--- config.mk ---
export PLATFORM = sky130hd
export DESIGN_NAME = psum_rmw_scheduler_flat
export DESIGN_NICKNAME = d
export VERILOG_FILES = /design/src/rtl/psum_rmw_scheduler_if.sv /design/src/rtl/psum_rmw_scheduler.sv /design/src/flat_wrapper.sv
export SDC_FILE = /design/constraint.sdc
export NUM_CORES = 1
export LEC_CHECK = 0
export CORE_AREA = 2 2 325 327
export DETAILED_ROUTE_END_ITERATION = 10
export DIE_AREA = 0 0 327 329
export DONT_BUFFER_PORTS = 1
export SLEW_MARGIN = 15
export SYNTH_ARGS = -nofsm -noshare
export SYNTH_HDL_FRONTEND = slang
export SYNTH_SLANG_ARGS = --single-unit
export TNS_END_PERCENT = 30
--- constraint.sdc ---
create_clock -name clk -period 12.23 [get_ports clk]
set_input_delay 2.446 -clock clk [delete_from_list [all_inputs] [get_ports clk]]
set_output_delay 2.446 -clock clk [all_outputs]
set_load 0.02 [all_outputs]
--- src/rtl/psum_rmw_scheduler_if.sv ---
// Request and BRAM bus bundle for psum_rmw_scheduler.
//   master : cluster array + BRAM side (drives requests and port-A read data)
//   slave  : scheduler side (drives ready, both BRAM ports, acc_done, idle)
// Signals:
//   req_valid/req_ready : per-cluster handshake, at most one ready high
//   req_addr/req_psum   : per-cluster address and LANES x ACC_WIDTH partial sum
//   bram_en_a/bram_addr_a/bram_rdata_a : port-A read (data one cycle later)
//   bram_we_b/bram_addr_b/bram_wdata_b : port-B write
//   acc_done : pulse per committed write; idle : nothing in flight
interface psum_rmw_scheduler_if #(
  parameter int unsigned NUM_REQ    = 4,
  parameter int unsigned ADDR_WIDTH = 32,
  parameter int unsigned DATA_WIDTH = 128,
  parameter int unsigned ACC_WIDTH  = 16,
  parameter int unsigned LANES      = 6
);
  logic [NUM_REQ-1:0]                  req_valid;
  logic [NUM_REQ-1:0]                  req_ready;
  logic [NUM_REQ*ADDR_WIDTH-1:0]       req_addr;
  logic [NUM_REQ*LANES*ACC_WIDTH-1:0]  req_psum;
  logic                                bram_en_a;
  logic [ADDR_WIDTH-1:0]               bram_addr_a;
  logic [DATA_WIDTH-1:0]               bram_rdata_a;
  logic                                bram_we_b;
  logic [ADDR_WIDTH-1:0]               bram_addr_b;
  logic [DATA_WIDTH-1:0]               bram_wdata_b;
  logic                                acc_done;
  logic                                idle;

  modport master (
    output req_valid, req_addr, req_psum, bram_rdata_a,
    input  req_ready, bram_en_a, bram_addr_a, bram_we_b, bram_addr_b,
           bram_wdata_b, acc_done, idle
  );

  modport slave (
    input  req_valid, req_addr, req_psum, bram_rdata_a,
    output req_ready, bram_en_a, bram_addr_a, bram_we_b, bram_addr_b,
           bram_wdata_b, acc_done, idle
  );
endinterface

--- src/rtl/psum_rmw_scheduler.sv ---
// Round-robin scheduler sharing one dual-port partial-sum BRAM between
// NUM_REQ clusters via a 3-stage read-modify-write pipeline (RD, WAIT, WR).
// Ports:
//   clk   : rising-edge clock
//   rst_n : asynchronous active-low reset, aborts everything in flight
//   bus   : psum_rmw_scheduler_if.slave (requests, BRAM ports A/B, status)
// Optional feature macro PSUM_HAZARD_FWD_EN:
//   defined   : same-address hazards never stall; WAIT takes its base from
//               the WR stage or the last committed write (CMT) instead of BRAM
//   undefined : a hazard against RD or WAIT holds all ready low
// req_ready is combinational from req_valid by design of the arbiter.
module psum_rmw_scheduler #(
  parameter int unsigned NUM_REQ    = 4,
  parameter int unsigned ADDR_WIDTH = 32,
  parameter int unsigned DATA_WIDTH = 128,
  parameter int unsigned ACC_WIDTH  = 16,
  parameter int unsigned LANES      = 6
) (
  input logic                  clk,
  input logic                  rst_n,
  psum_rmw_scheduler_if.slave  bus
);

  localparam int unsigned IDX_W  = (NUM_REQ > 1) ? $clog2(NUM_REQ) : 1;
  localparam int unsigned PSUM_W = LANES * ACC_WIDTH;

  // Pipeline and arbiter state
  logic [IDX_W-1:0]      rr_q, rr_d;
  logic                  rd_v_q, rd_v_d;
  logic [ADDR_WIDTH-1:0] rd_addr_q, rd_addr_d;
  logic [PSUM_W-1:0]     rd_psum_q, rd_psum_d;
  logic                  wait_v_q, wait_v_d;
  logic [ADDR_WIDTH-1:0] wait_addr_q, wait_addr_d;
  logic [PSUM_W-1:0]     wait_psum_q, wait_psum_d;
  logic                  wr_v_q, wr_v_d;
  logic [ADDR_WIDTH-1:0] wr_addr_q, wr_addr_d;
  logic [DATA_WIDTH-1:0] wr_wdata_q, wr_wdata_d;
  logic                  idle_q, idle_d;

`ifdef PSUM_HAZARD_FWD_EN
  logic                  cmt_v_q, cmt_v_d;
  logic [ADDR_WIDTH-1:0] cmt_addr_q, cmt_addr_d;
  logic [DATA_WIDTH-1:0] cmt_wdata_q, cmt_wdata_d;
`endif

  logic                  cand_found_c;
  logic [IDX_W-1:0]      cand_idx_c;
  logic [ADDR_WIDTH-1:0] cand_addr_c;
  logic [PSUM_W-1:0]     cand_psum_c;
  logic                  stall_c;
  logic                  accept_c;
  logic [NUM_REQ-1:0]    grant_c;
  logic [DATA_WIDTH-1:0] base_c;
  logic [DATA_WIDTH-1:0] sum_c;
  int unsigned           idx_tmp;

  // Round-robin candidate: first valid index at or after rr, with wrap
  always_comb begin
    cand_found_c = 1'b0;
    cand_idx_c   = '0;
    idx_tmp      = 0;
    for (int unsigned k = 0; k < NUM_REQ; k++) begin
      idx_tmp = 32'(rr_q) + k;
      if (idx_tmp >= NUM_REQ) idx_tmp = idx_tmp - NUM_REQ;
      if (!cand_found_c && bus.req_valid[IDX_W'(idx_tmp)]) begin
        cand_found_c = 1'b1;
        cand_idx_c   = IDX_W'(idx_tmp);
      end
    end
  end

  assign cand_addr_c = bus.req_addr[cand_idx_c*ADDR_WIDTH +: ADDR_WIDTH];
  assign cand_psum_c = bus.req_psum[cand_idx_c*PSUM_W +: PSUM_W];

  // Stall holds the candidate itself; other requesters are never bypassed in
`ifdef PSUM_HAZARD_FWD_EN
  assign stall_c = 1'b0;
`else
  assign stall_c = (rd_v_q   && (rd_addr_q   == cand_addr_c)) ||
                   (wait_v_q && (wait_addr_q == cand_addr_c));
`endif

  assign accept_c = cand_found_c && !stall_c;

  // One-hot ready for the accepted candidate
  always_comb begin
    grant_c = '0;
    if (accept_c) grant_c[cand_idx_c] = 1'b1;
  end

  // WAIT-stage base selection and per-lane wrapping add
  always_comb begin
    base_c = bus.bram_rdata_a;
`ifdef PSUM_HAZARD_FWD_EN
    // WR holds the newest value for the address, so it wins over CMT
    if (wr_v_q && (wr_addr_q == wait_addr_q)) begin
      base_c = wr_wdata_q;
    end else if (cmt_v_q && (cmt_addr_q == wait_addr_q)) begin
      base_c = cmt_wdata_q;
    end
`endif
    sum_c = base_c;
    for (int unsigned k = 0; k < LANES; k++) begin
      sum_c[k*ACC_WIDTH +: ACC_WIDTH] = base_c[k*ACC_WIDTH +: ACC_WIDTH] +
                                        wait_psum_q[k*ACC_WIDTH +: ACC_WIDTH];
    end
  end

  // Next-state for arbiter pointer and pipeline stages
  always_comb begin
    rr_d        = rr_q;
    rd_v_d      = accept_c;
    rd_addr_d   = rd_addr_q;
    rd_psum_d   = rd_psum_q;
    wait_v_d    = rd_v_q;
    wait_addr_d = wait_addr_q;
    wait_psum_d = wait_psum_q;
    wr_v_d      = wait_v_q;
    wr_addr_d   = wr_addr_q;
    wr_wdata_d  = wr_wdata_q;

    if (accept_c) begin
      rd_addr_d = cand_addr_c;
      rd_psum_d = cand_psum_c;
      rr_d      = (cand_idx_c == IDX_W'(NUM_REQ - 1)) ? '0 : cand_idx_c + 1'b1;
    end
    if (rd_v_q) begin
      wait_addr_d = rd_addr_q;
      wait_psum_d = rd_psum_q;
    end
    if (wait_v_q) begin
      wr_addr_d  = wait_addr_q;
      wr_wdata_d = sum_c;
    end

    idle_d = !(rd_v_d || wait_v_d || wr_v_d);
  end

  always_ff @(posedge clk or negedge rst_n) begin
    if (!rst_n) begin
      rr_q        <= '0;
      rd_v_q      <= 1'b0;
      rd_addr_q   <= '0;
      rd_psum_q   <= '0;
      wait_v_q    <= 1'b0;
      wait_addr_q <= '0;
      wait_psum_q <= '0;
      wr_v_q      <= 1'b0;
      wr_addr_q   <= '0;
      wr_wdata_q  <= '0;
      idle_q      <= 1'b1;
    end else begin
      rr_q        <= rr_d;
      rd_v_q      <= rd_v_d;
      rd_addr_q   <= rd_addr_d;
      rd_psum_q   <= rd_psum_d;
      wait_v_q    <= wait_v_d;
      wait_addr_q <= wait_addr_d;
      wait_psum_q <= wait_psum_d;
      wr_v_q      <= wr_v_d;
      wr_addr_q   <= wr_addr_d;
      wr_wdata_q  <= wr_wdata_d;
      idle_q      <= idle_d;
    end
  end

`ifdef PSUM_HAZARD_FWD_EN
  // CMT remembers the write the BRAM commits on this edge; a read sampled on
  // the same edge still returns the old word
  always_comb begin
    cmt_v_d     = wr_v_q;
    cmt_addr_d  = cmt_addr_q;
    cmt_wdata_d = cmt_wdata_q;
    if (wr_v_q) begin
      cmt_addr_d  = wr_addr_q;
      cmt_wdata_d = wr_wdata_q;
    end
  end

  always_ff @(posedge clk or negedge rst_n) begin
    if (!rst_n) begin
      cmt_v_q     <= 1'b0;
      cmt_addr_q  <= '0;
      cmt_wdata_q <= '0;
    end else begin
      cmt_v_q     <= cmt_v_d;
      cmt_addr_q  <= cmt_addr_d;
      cmt_wdata_q <= cmt_wdata_d;
    end
  end
`endif

  assign bus.req_ready    = grant_c;
  assign bus.bram_en_a    = rd_v_q;
  assign bus.bram_addr_a  = rd_addr_q;
  assign bus.bram_we_b    = wr_v_q;
  assign bus.bram_addr_b  = wr_addr_q;
  assign bus.bram_wdata_b = wr_wdata_q;
  assign bus.acc_done     = wr_v_q;
  assign bus.idle         = idle_q;

endmodule

--- src/flat_wrapper.sv ---
// flat-port wrapper written by rule: the top's interface ports become plain ports
module psum_rmw_scheduler_flat 
#(
  parameter int unsigned NUM_REQ    = 4,
  parameter int unsigned ADDR_WIDTH = 32,
  parameter int unsigned DATA_WIDTH = 128,
  parameter int unsigned ACC_WIDTH  = 16,
  parameter int unsigned LANES      = 6
)
  (clk, rst_n, bus_req_valid, bus_req_addr, bus_req_psum, bus_bram_rdata_a, bus_req_ready, bus_bram_en_a, bus_bram_addr_a, bus_bram_we_b, bus_bram_addr_b, bus_bram_wdata_b, bus_acc_done, bus_idle);
  psum_rmw_scheduler_if #(.NUM_REQ(NUM_REQ), .ADDR_WIDTH(ADDR_WIDTH), .DATA_WIDTH(DATA_WIDTH), .ACC_WIDTH(ACC_WIDTH), .LANES(LANES)) bus_i ();
  input logic clk;
  input logic rst_n;
  input wire logic [$bits(bus_i.req_valid)-1:0] bus_req_valid;
  input wire logic [$bits(bus_i.req_addr)-1:0] bus_req_addr;
  input wire logic [$bits(bus_i.req_psum)-1:0] bus_req_psum;
  input wire logic [$bits(bus_i.bram_rdata_a)-1:0] bus_bram_rdata_a;
  output wire logic [$bits(bus_i.req_ready)-1:0] bus_req_ready;
  output wire logic [$bits(bus_i.bram_en_a)-1:0] bus_bram_en_a;
  output wire logic [$bits(bus_i.bram_addr_a)-1:0] bus_bram_addr_a;
  output wire logic [$bits(bus_i.bram_we_b)-1:0] bus_bram_we_b;
  output wire logic [$bits(bus_i.bram_addr_b)-1:0] bus_bram_addr_b;
  output wire logic [$bits(bus_i.bram_wdata_b)-1:0] bus_bram_wdata_b;
  output wire logic [$bits(bus_i.acc_done)-1:0] bus_acc_done;
  output wire logic [$bits(bus_i.idle)-1:0] bus_idle;
  assign bus_i.req_valid = bus_req_valid;
  assign bus_i.req_addr = bus_req_addr;
  assign bus_i.req_psum = bus_req_psum;
  assign bus_i.bram_rdata_a = bus_bram_rdata_a;
  assign bus_req_ready = bus_i.req_ready;
  assign bus_bram_en_a = bus_i.bram_en_a;
  assign bus_bram_addr_a = bus_i.bram_addr_a;
  assign bus_bram_we_b = bus_i.bram_we_b;
  assign bus_bram_addr_b = bus_i.bram_addr_b;
  assign bus_bram_wdata_b = bus_i.bram_wdata_b;
  assign bus_acc_done = bus_i.acc_done;
  assign bus_idle = bus_i.idle;
  psum_rmw_scheduler #(.NUM_REQ(NUM_REQ), .ADDR_WIDTH(ADDR_WIDTH), .DATA_WIDTH(DATA_WIDTH), .ACC_WIDTH(ACC_WIDTH), .LANES(LANES)) u_core (.clk(clk), .rst_n(rst_n), .bus(bus_i));
endmodule
==> results.env, run 1 <==
OUTCOME='finished clean'
GRT_PASS1_VIAS=18438
SYN_NETS=3191
PORT_BUFFERS=0
FINAL-HOLD-VIOLATION-COUNT=0
WORSTPATHMAXFANOUT=80
CLKTRANSATPATHREGS_NS=0.06
CRITPATHCAPTURETYPE='output pin'
CRITICAL_PATH.STARTPOINT_TYPE='primary input'
GRT_MAX_DEGREE=423
REPORT.FINAL.SETUP_VIOL=0
POST_SYNTH_INSTANCE_AREA_UM2=24600
VIAS=18993
PLACE.GP.CONGESTION=0.919
SYN-INSTANCE-COUNT=2445
LARGEST_FAMILY_OF_LOGIC_CELLS_BY_SYNTHESIZED_AREA='multiplexers'
POST_CTS_HOLD_BUFFER_COUNT=0
WORST-ENDPOINT-REQUIRED_NS=9.78
POST_SYNTH_AND_OR_NAND_NOR_AREA_FRACTION_PCT=14.4
MAX_IR_DROP_VDD_V=0.000148
SETUP.WORST_PATH.CLASS='primary input to output pin'
POSTROUTEWIRELENGTH_MM=96.4
DIE_AREA_UM2=108000
SYNTH-SEQ-AREA-SHARE_PCT=42.9
SYNTH.FF_LATCH_COUNT=422
POWER_DENSITY_nW_PER_UM2=279
HPWLAFTERDP_MM=73.5
IO-PIN-COUNT=846
SEQ_AREA_UM2=10600
HOLD_PATH_CLASS='register to register'
POSTSYNTH.TOPFLOPCELL='sky130_fd_sc_hd__dfrtp_1'
FINALNETCOUNT=3125
SYN-MEAN-INSTANCE-AREA_UM2=10.1
AREA_DELTA_SYNTH_FINAL_PCT=12.7
SYNTH.MUX.AREA_FRACTION_PCT=19.8
CRITICAL_PATH.REG2REG.ENDPOINT='u_core.rd_psum_q[79]'
HOLD_PATH_DEPTH=2
WORST-R2R-SETUP-SLACK_NS=6.66
FINAL.SETUP_SKEW_NS=0.0414
POST_SYNTHESIS_COMPOUND_GATE_AREA_FRACTION_PCT=10.4
FINALCRITPERIODSHARE_PCT=75.1
WORST_EP_ARRIVAL_TIME_NS=6.74
COUNT_OF_UNRESOLVED_DRC_VIOLATIONS_AFTER_ROUTING=0
WORST_SKEW_PAIR.LATE_LATENCY_NS=0.64
DRT-WIRELENGTH-PER-CELL_UM=25.2
TIMING.SLEW.HEADROOM_PCT=23.1
SYNTH.YOSYS.WARNINGS=0
HOLD_PATH.STARTPOINT='u_core.rd_psum_q[49]'
FLOORPLAN.DIE.WIDTH_UM=327
STARTPOINT_OF_THE_WORST_REGISTER_TO_REGISTER_PATH='u_core.rr_q[1]'
GRT_ANTENNA_BEFORE_REPAIR=33
DIE-HEIGHT_UM=329
FINAL_LAYOUT_SIZE_SUFFIX_GT1_SHARE_PCT=20.1
CTS_TREE='done'
PRE_REPAIR_DR_ITERATION_COUNT=5
CTS.REPAIR.RESIZED=0
INITIALDRTVIOLATIONCOUNT=1348
POWER.STATIC_LEAKAGE_nW=12.0
CAP_VIOL_MAX_COUNT=0
POST_SYNTH_XOR_AREA_FRACTION_PCT=3.94
GRT.OVERFLOW.TOTAL=0
CTSHTREEMAXLEVEL=2
SYNTH_EDF_COUNT=0
SYNTH_ADDER_AREA_SHARE_PCT=5.26
CTS_ROOT_BUF='sky130_fd_sc_hd__clkbuf_16'
FP.COREAREA_UM2=104000
CTSLONGESTPATHBUFFERS=3
INITIAL_UTILIZATION_PCT=23.6
ENDPOINT_OF_THE_WORST_HOLD_TIMING_PATH='u_core.wait_psum_q[49]'
VIA_PER_INST=4.96
POSTSYNTH.ASYNCRESETSHARE_PCT=100
TIMING.FINAL.CRIT_PERIOD_NS=9.18
TIMING_MAX_TRANSITION_VIOLATIONS_FINAL=0
FILL_CELLS=11071
YS_TYPES=67
MAX_FREQ_GHz=0.109
RSZ_0062_RAISED_AFTER_GLOBAL_ROUTING='false'
SETUP_TOTAL_NEGATIVE_SLACK_NS=0
CTS_NUM_SINKS=422
STD_CELL_ROWS=119
FINAL_UTIL_PCT=26.6
ANTENNA_LEFT=0
WORST-SLEW-PIN-TRANSITION_NS=1.15
GRT_USAGE_PCT=17.0
GRT_FIRST_PASS_WIRELENGTH_MM=134
CTS_BUFFERS=52
CTS_SETUP_BUFFERS=0
WORSTREGTOREGCELLS=13
MULTIINPUTGATEAREA_UM2=13300
## per-stage QoR
step / hold WS, ns / cell area (um^2) / total power [W] / setup slack [ns] / std cells
finish: 0.484 / 27800 / 0.00776 / 3.05 / 3829
global route: 0.511 / 27800 / 0.00827 / 2.77 / 3819
CTS: 0.489 / 27700 / 0.00782 / 3.06 / 3812
detailed placement: 0.467 / 26000 / 0.00614 / 3.07 / 3716
global placement: 0.460 / 26000 / 0.00607 / 3.14 / 3716
floorplan: 0.352 / 24600 / 0.00511 / 4.22 / 2445
## layout by cell type (no fill, tap or decap), types with 24 or more instances in the layout
cell                        instances
sky130_fd_sc_hd__dfrtp_1          419
sky130_fd_sc_hd__o21ai_0           64
sky130_fd_sc_hd__nand3_1           24
sky130_fd_sc_hd__inv_1             57
sky130_fd_sc_hd__nand2_1          489
sky130_fd_sc_hd__ha_1              94
sky130_fd_sc_hd__a31oi_1          103
sky130_fd_sc_hd__mux2_2           336
sky130_fd_sc_hd__xor2_1            52
sky130_fd_sc_hd__mux2i_1           68
sky130_fd_sc_hd__nor2_1            32
sky130_fd_sc_hd__nor3_1            48
sky130_fd_sc_hd__a21oi_1           89
sky130_fd_sc_hd__clkbuf_16         53
sky130_fd_sc_hd__mux2_4            27
sky130_fd_sc_hd__xnor2_1           59
sky130_fd_sc_hd__and3_1           110
## cell type report
cell class                 count  share of cell area (%)
antenna                       17                   0.153
tap                         1391                    6.26
sequential                   422                    38.0
clock buffer                  68                    5.16
multi-input combinational   1827                    47.8
inverter                      60                   0.860
timing repair buffer          16                   0.522
clock inverter                28                    1.19
## registers in the layout, indices dropped and copies added (netlist names)
signal / count
u_core.bus.bram_addr_b: 32
u_core.rr_q: 2
u_core.bus.idle: 1
u_core.rd_psum_q: 96
u_core.bus.bram_en_a: 1
u_core.bus.bram_addr_a: 32
u_core.bus.acc_done: 1
u_core.wait_v_q: 1
u_core.wait_addr_q: 32
u_core.bus.bram_wdata_b: 128
u_core.wait_psum_q: 96
## where the power goes
| group | internal, W | total [W] | switching (W) |
|---|---|---|---|
| clock network | 0.000954 | 0.00164 | 0.000681 |
| logic | 0.00144 | 0.00306 | 0.00162 |
| registers | 0.00205 | 0.00306 | 0.00101 |
| total | 0.00445 | 0.00776 | 0.00331 |
## cell usage after synthesis, types with 3 or more instances
| cell | number | area (um^2) |
|---|---|---|
| sky130_fd_sc_hd__xnor2_1 | 59 | 517 |
| sky130_fd_sc_hd__o31ai_1 | 15 | 113 |
| sky130_fd_sc_hd__o2bb2ai_1 | 11 | 96.3 |
| sky130_fd_sc_hd__or2_2 | 5 | 31.3 |
| sky130_fd_sc_hd__mux2i_1 | 68 | 681 |
| sky130_fd_sc_hd__nand4_1 | 6 | 37.5 |
| sky130_fd_sc_hd__nor2_1 | 32 | 120 |
| sky130_fd_sc_hd__dfrtp_1 | 421 | 10500 |
| sky130_fd_sc_hd__fa_1 | 6 | 120 |
| sky130_fd_sc_hd__a41oi_1 | 5 | 43.8 |
| sky130_fd_sc_hd__buf_6 | 6 | 67.6 |
| sky130_fd_sc_hd__nor2b_1 | 18 | 113 |
| sky130_fd_sc_hd__nand3_1 | 24 | 120 |
| sky130_fd_sc_hd__a31oi_1 | 103 | 644 |
| sky130_fd_sc_hd__mux2_2 | 336 | 3780 |
| sky130_fd_sc_hd__clkbuf_1 | 98 | 368 |
| sky130_fd_sc_hd__or3_1 | 15 | 93.8 |
| sky130_fd_sc_hd__a22oi_1 | 4 | 30.0 |
| sky130_fd_sc_hd__nand2b_1 | 3 | 18.8 |
| sky130_fd_sc_hd__nand2_1 | 489 | 1840 |
| sky130_fd_sc_hd__or4_1 | 5 | 37.5 |
| sky130_fd_sc_hd__nor3_1 | 48 | 240 |
| sky130_fd_sc_hd__o21bai_1 | 9 | 67.6 |
| sky130_fd_sc_hd__o21ai_0 | 64 | 320 |
| sky130_fd_sc_hd__a21o_1 | 22 | 165 |
| sky130_fd_sc_hd__ha_1 | 94 | 1180 |
| sky130_fd_sc_hd__o211ai_1 | 7 | 52.6 |
| sky130_fd_sc_hd__buf_1 | 12 | 45.0 |
| sky130_fd_sc_hd__buf_4 | 4 | 30.0 |
| sky130_fd_sc_hd__buf_2 | 16 | 80.1 |
| sky130_fd_sc_hd__o22ai_1 | 4 | 25.0 |
| sky130_fd_sc_hd__a211oi_1 | 15 | 113 |
| sky130_fd_sc_hd__o2111ai_1 | 6 | 52.6 |
| sky130_fd_sc_hd__a21oi_1 | 89 | 445 |
| sky130_fd_sc_hd__and3_1 | 110 | 688 |
| sky130_fd_sc_hd__and2_1 | 13 | 81.3 |
| sky130_fd_sc_hd__a21boi_0 | 4 | 30.0 |
| sky130_fd_sc_hd__mux2_4 | 27 | 405 |
| sky130_fd_sc_hd__nor4_1 | 7 | 43.8 |
| sky130_fd_sc_hd__inv_1 | 58 | 218 |
| sky130_fd_sc_hd__o21a_1 | 22 | 165 |
| sky130_fd_sc_hd__a221oi_1 | 4 | 35.0 |
| sky130_fd_sc_hd__xor2_1 | 52 | 455 |
## critical path, stage by stage
cell and delay, ns:
sky130_fd_sc_hd__and2_4 0.15, sky130_fd_sc_hd__nor2b_1 0.14, sky130_fd_sc_hd__o221a_4 0.70, sky130_fd_sc_hd__buf_4 0.91, sky130_fd_sc_hd__a21boi_0 0.45, sky130_fd_sc_hd__xnor2_1 0.26, sky130_fd_sc_hd__nand2_1 0.07, sky130_fd_sc_hd__or4_1 0.52
sky130_fd_sc_hd__nor4_2 0.43, sky130_fd_sc_hd__a211oi_4 0.06, sky130_fd_sc_hd__buf_4 0.26, sky130_fd_sc_hd__and2_1 0.27
## kinds of logic after synthesis
kind of cell               count (synthesis)
xor gates and xnor gates                 111
buffers and inverters                    196
muxes                                    432
and+or+nand+nor                          783
DFF                                      422
adders and majority gates                100
AOI/OAI and AO/OA                        401
## worst max path at each step
stage	to	slack (ns)	cells past startpoint	start
after floorplan	bus_req_ready[0]	4.22	15	bus_req_valid[1]
after detailed placement	bus_req_ready[1]	3.07	12	bus_req_valid[0]
final	bus_req_ready[1]	3.05	12	bus_req_valid[0]
after global routing	bus_req_ready[1]	2.77	12	bus_req_valid[0]
after global placement	bus_req_ready[1]	3.14	12	bus_req_valid[0]
after CTS	bus_req_ready[1]	3.06	12	bus_req_valid[0]
## metal layers
layer | share of wire, % | vias to the layer above | track usage, % | routed length [um]
li1 | - | 8580 | - | -
met1 | 42 | 9311 | 21.3 | 40100
met2 | 45 | 883 | 27.2 | 43600
met3 | 9.2 | 193 | 5.97 | 8880
met4 | 3.7 | 26 | 5.94 | 3540
met5 | 0.18 | - | 0 | 170
No activity file was read; power rests on OpenSTA's default activity.
==> run 2, diff against run 1 <==
CORE_AREA = 2 2 331 333   (was 2 2 325 327)
DIE_AREA = 0 0 333 335   (was 0 0 327 329)
clock period = 8.3 ns   (was 12.23 ns; I/O delays follow)
==> results.env, run 2 (synthesis gave the netlist of run 1 again) <==
OUTCOME='finished clean'
PLACE.GP.CONGESTION=0.942
GROUTE.LAYER.MET2.USAGE_PCT=26.0
LAYOUT_COMMONEST_CELL='sky130_fd_sc_hd__nand2_1'
FINAL_LAYOUT_SIZE_SUFFIX_GT1_SHARE_PCT=20.4
RSZ_0062_RAISED_AFTER_GLOBAL_ROUTING='false'
WORSTPATHMAXFANOUT=59
POST_PLACEMENT_CELL_AREA_UM2=26000
CTSHTREEMAXLEVEL=2
CRITPATHCAPTURETYPE='output pin'
GRT_MAX_DEGREE=423
CTSLONGESTPATHBUFFERS=3
GRT.OVERFLOW.TOTAL=0
CTS.REPAIR.RESIZED=0
TOP_USAGE_LAYER='met2'
STD_CELL_ROWS=121
CTS_SETUP_BUFFERS=0
IO-PIN-COUNT=846
VIA_PER_INST=4.95
DIE-HEIGHT_UM=335
LARGEST_REGISTER_FFS=128
CTS_BUFFERS=53
SEQ_AREA_UM2=10600
FINAL.SETUP.WORST_SLACK_NS=1.23
PLACE_WORST_SETUP_SLACK_NS=1.15
GLOBALROUTEMET1UTIL_PCT=20.3
POWER_DENSITY_nW_PER_UM2=413
FINALCRITPERIODSHARE_PCT=85.1
GRT_ANTENNA_BEFORE_REPAIR=21
PRE_REPAIR_DR_ITERATION_COUNT=6
GRT_FIRST_PASS_WIRELENGTH_MM=135
CTS_NUM_SINKS=422
PORT_BUFFERS=0
GRT_PASS1_VIAS=18597
WORST_SKEW_PAIR.LATE_LATENCY_NS=0.64
FINALNETCOUNT=3131
GROUTE.LAYER.MET3.USAGE_PCT=5.99
WORST_EP_ARRIVAL_TIME_NS=5.41
FP.COREAREA_UM2=108000
MAX_FREQ_GHz=0.142
WORST_HOLD_SLACK_NS=0.481
CTS_TREE='done'
SETUP.WORST_PATH.CLASS='primary input to output pin'
MULTIINPUTGATEAREA_UM2=13300
HPWLAFTERDP_MM=74.9
ANTENNA_LEFT=0
POSTROUTEWIRELENGTH_MM=96.0
COUNT_OF_UNRESOLVED_DRC_VIOLATIONS_AFTER_ROUTING=0
CTS_ROOT_BUF='sky130_fd_sc_hd__clkbuf_16'
WORST-ENDPOINT-REQUIRED_NS=6.64
AREA_DELTA_SYNTH_FINAL_PCT=13.2
FILL_CELLS=11541
MAX_IR_DROP_VDD_V=0.000222
POST_CTS_HOLD_BUFFER_COUNT=0
VIAS=19087
INITIAL_UTILIZATION_PCT=22.8
FINAL.SETUP_SKEW_NS=0.0346
DESIGN_AREA_UM2=27900
WORST-SLEW-PIN-TRANSITION_NS=1.10
LAYOUT.CELLS.MOST_COMMON_LIST='sky130_fd_sc_hd__nand2_1, sky130_fd_sc_hd__dfrtp_1, sky130_fd_sc_hd__mux2_2, sky130_fd_sc_hd__and3_1, sky130_fd_sc_hd__a31oi_1'
DIE_AREA_UM2=112000
CRITICAL_PATH.STARTPOINT_TYPE='primary input'
TIMING.SLEW.HEADROOM_PCT=26.5
DRT-WIRELENGTH-PER-CELL_UM=24.9
CAP_VIOL_MAX_COUNT=0
TIMING_MAX_TRANSITION_VIOLATIONS_FINAL=0
TIMING.FINAL.CRIT_PERIOD_NS=7.07
HOLD_PATH_CLASS='register to register'
INITIALDRTVIOLATIONCOUNT=1498
CLKTRANSATPATHREGS_NS=0.06
FLOORPLAN.DIE.WIDTH_UM=333
SETUP_TOTAL_NEGATIVE_SLACK_NS=0
TOTAL_POWER_CONSUMPTION_W=0.0115
REPORT.FINAL.SETUP_VIOL=0
POWER.STATIC_LEAKAGE_nW=12.1
FINAL-HOLD-VIOLATION-COUNT=0
GRT_USAGE_PCT=16.5
## run 2: cell type report
class	instances	share of cell area (%)
inverters	60	0.852
diodes	12	0.108
well taps	1414	6.34
multi-input cells	1827	47.6
clock buffers	71	5.40
clock inverters	28	1.18
repair buffers	21	0.610
flip-flops and latches	422	37.9
## run 2: stage by stage
stage / util (%) / std cells
floorplan: - / 2445
global placement: 24.1 / 3744
detailed placement: 24.1 / 3744
CTS: 25.8 / 3843
global route: 25.8 / 3851
finish: 25.8 / 3855
## run 2: path summary, 6_finish.rpt
check / from / to / slack (ns) / cells after the start
max: bus_req_valid[0] / bus_req_ready[3] / 1.23 / 11
min: u_core.rd_psum_q[65] / u_core.wait_psum_q[65] / 0.48 / 2
max reg2reg: u_core.rr_q[0] / u_core.rd_psum_q[54] / 2.66 / 15
min reg2reg: u_core.rd_psum_q[65] / u_core.wait_psum_q[65] / 0.48 / 2
max in group asynchronous: rst_n / u_core.bus.bram_en_a / 6.68 / 0
min in group asynchronous: rst_n / u_core.rd_psum_q[48] / 0.75 / 0
## run 2: critical path, stage by stage
cell,delay [ns]
sky130_fd_sc_hd__and2_4,0.15
sky130_fd_sc_hd__o211a_4,0.28
sky130_fd_sc_hd__nor2_8,0.45
sky130_fd_sc_hd__buf_12,0.38
sky130_fd_sc_hd__mux2i_1,0.58
sky130_fd_sc_hd__o22ai_1,0.17
sky130_fd_sc_hd__a211oi_1,0.43
sky130_fd_sc_hd__o211ai_1,0.18
sky130_fd_sc_hd__nor4_1,0.59
sky130_fd_sc_hd__a211oi_4,0.20
sky130_fd_sc_hd__and2_1,0.30
## run 2: routing by layer
layer | part of all wire (%) | vias up
met3 | 9.8 | 168
met1 | 41 | 9458
li1 | - | 8569
met5 | 0.072 | -
met4 | 3.6 | 10
met2 | 46 | 882
## run 2: power by group
| part | internal [W] | switching [W] |
|---|---|---|
| Sequential | 0.00303 | 0.00149 |
| Clock | 0.00147 | 0.000995 |
| Combinational | 0.00212 | 0.00243 |
| Total | 0.00661 | 0.00492 |
